### src/rtl/div8_sched.sv
// rtl/div8_sched.sv - round-robin scheduler around a shared one-bit-per-clock 8-bit restoring divider
// Optional macro DIV8_SCHED_DBZ_FAST_EN: divide-by-zero completes on the accept edge.
module div8_sched #(
  parameter int WIDTH = 8,
  parameter int CNT_W = 3
) (
  input  logic             clk,
  input  logic             reset,
  input  logic             req0_valid,
  input  logic [WIDTH-1:0] req0_a,
  input  logic [WIDTH-1:0] req0_b,
  output logic             req0_ready,
  input  logic             req1_valid,
  input  logic [WIDTH-1:0] req1_a,
  input  logic [WIDTH-1:0] req1_b,
  output logic             req1_ready,
  output logic             rsp_valid,
  input  logic             rsp_ready,
  output logic             rsp_id,
  output logic [WIDTH-1:0] rsp_q,
  output logic [WIDTH-1:0] rsp_r,
  output logic             busy
);

  typedef enum logic [1:0] {S_IDLE, S_RUN, S_DONE} state_t;

  state_t             state_q, state_d;
  logic               ptr_q, ptr_d;
  logic [CNT_W-1:0]   cnt_q, cnt_d;
  logic [WIDTH-1:0]   a_q, a_d;
  logic [WIDTH-1:0]   b_q, b_d;
  logic [WIDTH:0]     p_q, p_d;
  logic [WIDTH-1:0]   qacc_q, qacc_d;
  logic               id_q, id_d;
  logic [WIDTH-1:0]   quo_q, quo_d;
  logic [WIDTH-1:0]   rem_q, rem_d;

  logic               gnt0, gnt1;
  logic [WIDTH-1:0]   sel_a, sel_b;
  logic [WIDTH:0]     p_sh, p_nx;
  logic               ge;
  logic [WIDTH-1:0]   q_nx;

  // The pointer only breaks ties; a lone requester always wins.
  assign gnt0  = req0_valid && (!req1_valid || !ptr_q);
  assign gnt1  = req1_valid && (!req0_valid || ptr_q);
  assign sel_a = gnt1 ? req1_a : req0_a;
  assign sel_b = gnt1 ? req1_b : req0_b;

  assign p_sh = {p_q[WIDTH-1:0], a_q[WIDTH-1]};
  assign ge   = (p_sh >= {1'b0, b_q});
  assign p_nx = ge ? (p_sh - {1'b0, b_q}) : p_sh;
  assign q_nx = {qacc_q[WIDTH-2:0], ge};

  always_ff @(posedge clk or posedge reset) begin
    if (reset) begin
      state_q <= S_IDLE;
      ptr_q   <= 1'b0;
      cnt_q   <= '0;
      a_q     <= '0;
      b_q     <= '0;
      p_q     <= '0;
      qacc_q  <= '0;
      id_q    <= 1'b0;
      quo_q   <= '0;
      rem_q   <= '0;
    end else begin
      state_q <= state_d;
      ptr_q   <= ptr_d;
      cnt_q   <= cnt_d;
      a_q     <= a_d;
      b_q     <= b_d;
      p_q     <= p_d;
      qacc_q  <= qacc_d;
      id_q    <= id_d;
      quo_q   <= quo_d;
      rem_q   <= rem_d;
    end
  end

  always_comb begin
    state_d    = state_q;
    ptr_d      = ptr_q;
    cnt_d      = cnt_q;
    a_d        = a_q;
    b_d        = b_q;
    p_d        = p_q;
    qacc_d     = qacc_q;
    id_d       = id_q;
    quo_d      = quo_q;
    rem_d      = rem_q;
    req0_ready = 1'b0;
    req1_ready = 1'b0;
    case (state_q)
      S_IDLE: begin
        // Grants are masked while reset is held so no requester sees a phantom accept.
        if (!reset && (gnt0 || gnt1)) begin
          req0_ready = gnt0;
          req1_ready = gnt1;
          id_d       = gnt1;
          ptr_d      = ~gnt1;
          a_d        = sel_a;
          b_d        = sel_b;
          p_d        = '0;
          qacc_d     = '0;
          cnt_d      = CNT_W'(WIDTH - 1);
          state_d    = S_RUN;
`ifdef DIV8_SCHED_DBZ_FAST_EN
          if (sel_b == '0) begin
            quo_d   = '1;
            rem_d   = sel_a;
            state_d = S_DONE;
          end
`endif
        end
      end
      S_RUN: begin
        a_d    = a_q << 1;
        p_d    = p_nx;
        qacc_d = q_nx;
        if (cnt_q == '0) begin
          quo_d   = q_nx;
          rem_d   = p_nx[WIDTH-1:0];
          state_d = S_DONE;
        end else begin
          cnt_d = cnt_q - 1'b1;
        end
      end
      S_DONE: begin
        if (rsp_ready) begin
          state_d = S_IDLE;
        end
      end
      default: state_d = S_IDLE;
    endcase
  end

  assign rsp_valid = (state_q == S_DONE);
  assign busy      = (state_q != S_IDLE);
  assign rsp_id    = id_q;
  assign rsp_q     = quo_q;
  assign rsp_r     = rem_q;

endmodule

### config.mk
export PLATFORM = sky130hd
export DESIGN_NAME = div8_sched
export DESIGN_NICKNAME = d
export VERILOG_FILES = /design/src/rtl/div8_sched.sv
export SDC_FILE = /design/constraint.sdc
export NUM_CORES = 1
export LEC_CHECK = 0
export CAP_MARGIN = 20
export CORE_ASPECT_RATIO = 0.8
export CORE_UTILIZATION = 56
export DETAILED_ROUTE_END_ITERATION = 6
export PLACE_DENSITY = 0.85
export SYNTH_ARGS = -nofsm -noshare
export SYNTH_HDL_FRONTEND = slang
export SYNTH_SLANG_ARGS = --single-unit
### constraint.sdc
create_clock -name clk -period 3.65 [get_ports clk]
set_input_delay 0.73 -clock clk [delete_from_list [all_inputs] [get_ports clk]]
set_output_delay 0.73 -clock clk [all_outputs]
set_load 0.02 [all_outputs]
==> results.json <==
{
  "run_status": "complete, no violations",
  "final_hold_viol_count": 0,
  "clockRootBuffer": "clkbuf_8",
  "place.port_buffers": 57,
  "synth_sequential_area_ratio_pct": 45.36,
  "critPathRequiredTime_ns": 2.92,
  "dr.first_iter.drc_count": 168,
  "max_slew_margin_pct": 48.41,
  "setup_total_neg_slack_ns": 0,
  "dp_hpwl_um": 4788,
  "irDropWorstVdd_mv": 0.6133,
  "timing_worst_setup_path_type": "in -> out",
  "final_area_um2": 3645,
  "drt_first_pass_iters": 4,
  "finalMaxSlewViolations": 0,
  "worstHoldPathCells": 2,
  "synth_largest_type_area_fraction_pct": 45.36,
  "max_freq_mhz": 331.8,
  "skew_ns": 0.009567,
  "use_met2_pct": 46.93,
  "finalSetupViolations": 0,
  "core_area_um2": 5065,
  "globalRouteTotalUtil_pct": 26.37,
  "met1_usage_pct": 32.36,
  "design_power_total_mw": 3.467,
  "avgSynthCellArea_um2": 9.488,
  "num_io_pins": 58,
  "gp_congestion": 0.8036,
  "crit_path_top_delay_cell": "clkdlybuf4s50_1",
  "grt_first_pass_wirelength_um": 11790,
  "finalNetCount": 414,
  "delay_of_the_slowest_critical_path_stage_ns": 0.61,
  "async_flop_share_pct": 100.0,
  "cts_tree": "done",
  "filler_cell_count": 393,
  "antenna_violations_before_repair": 0,
  "worstMarginPinSlew_ns": 0.7731,
  "globalRouteOverflowTotal": 0,
  "cts_inserted_buffers": 5,
  "synth_fa_ha_area_share_pct": 4.872,
  "initial_core_util_pct": 58.82,
  "rrSetupSlack_ns": 1.26,
  "route.detailed.drc": 0,
  "synth_edf_count": 0,
  "setup_crit_start_kind": "input pin",
  "postCtsSetupBuffers": 0,
  "syn_to_final_growth_pct": 22.34,
  "die_height_um": 67.24,
  "gr-usage-met3_pct": 4.890,
  "cp_cell_sequence": "clkdlybuf4s50_1 -> nor3_2 -> nand2_1 -> a21oi_1 -> clkdlybuf4s50_1",
  "gate_count_after_technology_mapping": 314,
  "min_period_ns": 3.014,
  "syn-num-nets": 362,
  "cts.reportedPaths.clkPinSlew_ns": 0.10,
  "grt_start_max_net_pins": 40,
  "timing.final.ws_setup_ns": 0.6362,
  "synth-main-ff-cell": "dfrtp_1",
  "postRouteAntennaNets": 0,
  "route.vias.total": 2578,
  "post_cts_hold_buffer_count": 0,
  "ctsLongestPathBuffers": 2,
  "worstHoldPathType": "reg -> reg",
  "syn_area_um2": 2979,
  "cts_repair_resize_count": 0,
  "top_usage_layer": "met2",
  "first_global_vias": 2582,
  "preCtsSetupSlack_ns": 0.6390,
  "post_synth_and_or_nand_nor_area_fraction_pct": 18.02,
  "num_rows": 23,
  "synth_xor_area_share_pct": 0.5880,
  "numClockSinks": 54,
  "timing.reg2reg.worst_path_depth": 9,
  "postSynthRegisterBits": 54,
  "yosys-top-cells-area": "dfrtp_1 45%, nand2_1 6.8%, mux2i_1 5.4%, ha_1 4.2%, o21ai_0 3.9%",
  "rsz_0062_raised_after_global_routing": "false",
  "average_wire_length_per_cell_after_detail_routing_um": 15.77,
  "antenna_cells_inserted": 0,
  "floorplan.die_area_um2": 5617,
  "layout-drive-gt1-share_pct": 8.174,
  "multiplexer_fraction_of_the_synthesized_cell_area_pct": 5.376,
  "arrival_ns": 2.28,
  "h-tree-depth": 2,
  "leakage_nw": 1.685,
  "synthesis.yosys.warnings": 0,
  "synth_compound_gate_area_share_pct": 19.87,
  "combinational_family_with_the_most_area_after_synthesis": "compound AO/OA/AOI/OAI gates",
  "max_cap_viol_count": 0,
  "die_w_um": 83.55,
  "viasPerCell": 6.009,
  "critical-path-top-cell-by-count": "clkdlybuf4s50_1",
  "placedInstanceArea_um2": 3552,
  "worstSetupEndpointType": "primary output",
  "yosysUniqueCellTypes": 55,
  "min_period_over_period_pct": 82.57,
  "source_to_sink_clock_delay_at_the_later_pin_of_the_worst_skew_pair_ns": 0.32,
  "power.density_cell_area_nw_per_um2": 951.2,
  "synth_largest_area_cell": "dfrtp_1",
  "wirelength_um": 6765,
  "critical_path.max_fanout": 4
}
## cell usage in the layout (no fill, tap or decap), types with 3 or more instances in the layout
master	count
inv_1	14
ha_1	10
nand2b_1	4
mux2i_1	16
nor2_1	9
a21o_1	3
nand2_1	54
dfrtp_1	54
clkbuf_8	5
o211ai_1	4
a31oi_1	8
nand4_1	8
or2_2	3
o21ai_0	23
clkdlybuf4s50_1	57
a21oi_1	13
buf_4	6
a211o_1	3
a22oi_1	7
nand3_1	19
nor3_1	6
## critical path, delay by kind of cell
family	cells	cell delay, ns
compound gates	1	0.11
buf+inv	2	1.08
simple gates	2	0.36
## metrics by stage
step / hold slack [ns] / util [%] / instances
2_1_floorplan: 0.4384 / - / 314
5_1_grt: 0.5203 / 71.96 / 429
3_5_place_dp: 0.4613 / 70.13 / 421
6_report: 0.4838 / 71.96 / 429
4_1_cts: 0.4871 / 71.96 / 429
3_3_place_gp: 0.4525 / 70.13 / 421
## synthesized netlist by cell type (3+ instances only)
master,count
a22oi_1,7
nand2b_1,4
nor2_1,9
a21oi_1,13
a211o_1,3
o211ai_1,4
clkbuf_1,7
nand4_1,8
or2_2,3
a31oi_1,8
clkbuf_8,3
a21o_1,3
nor3_1,6
buf_2,3
nand2_1,54
nand3_1,19
dfrtp_1,54
o21ai_0,23
mux2i_1,16
inv_1,15
ha_1,10
## flip-flops by register name, indices dropped and copies added (netlist names)
signal,cells
a_q,8
b_q,8
p_q,8
rsp_q,8
rsp_r,8
qacc_q,7
cnt_q,3
state_q,2
ptr_q,1
rsp_id,1
## power breakdown
part	internal, mW	leakage [nW]	switching, mW
Sequential	0.879	0.670	0.200
Combinational	0.838	0.974	1.20
Clock	0.138	0.0408	0.213
## cell families after synthesis
logic type	count (synthesis)
adder cells (fa/ha/maj)	11
AND/OR/NAND/NOR	114
XOR/XNOR	2
buffers and inverters	33
flip-flops	54
AO/OA/AOI/OAI	84
multiplexers	16
## metal layers
layer | wire (um) | up-vias
met2 | 3324 | 84
li1 | - | 1234
met3 | 372 | 13
met1 | 2967 | 1247
met5 | 0 | -
met4 | 101 | 0
## layout make-up
| cell class | count | area [um2] | share of cell area [%] |
|---|---|---|---|
| clock inverter | 3 | 23.77 | 0.6522 |
| multi-input combinational | 227 | 1451 | 39.82 |
| inverter | 15 | 56.30 | 1.545 |
| timing repair buffer | 63 | 615.6 | 16.89 |
| tap | 62 | 77.57 | 2.128 |
| clock buffer | 5 | 68.82 | 1.888 |
| sequential | 54 | 1351 | 37.08 |
## path summary, 6_finish.rpt
check,from,endpoint
max reg2reg,a_q[7]$_DFFE_PP0P_,rsp_r[6]$_DFFE_PP0P_
min,rsp_q[2]$_DFFE_PP0P_,rsp_q[2]$_DFFE_PP0P_
max,reset,req0_ready
max in group asynchronous,reset,a_q[6]$_DFFE_PP0P_
min reg2reg,rsp_q[2]$_DFFE_PP0P_,rsp_q[2]$_DFFE_PP0P_
min in group asynchronous,reset,state_q[1]$_DFFE_PP0P_
Note: power is estimated with default switching activity, not from simulation.
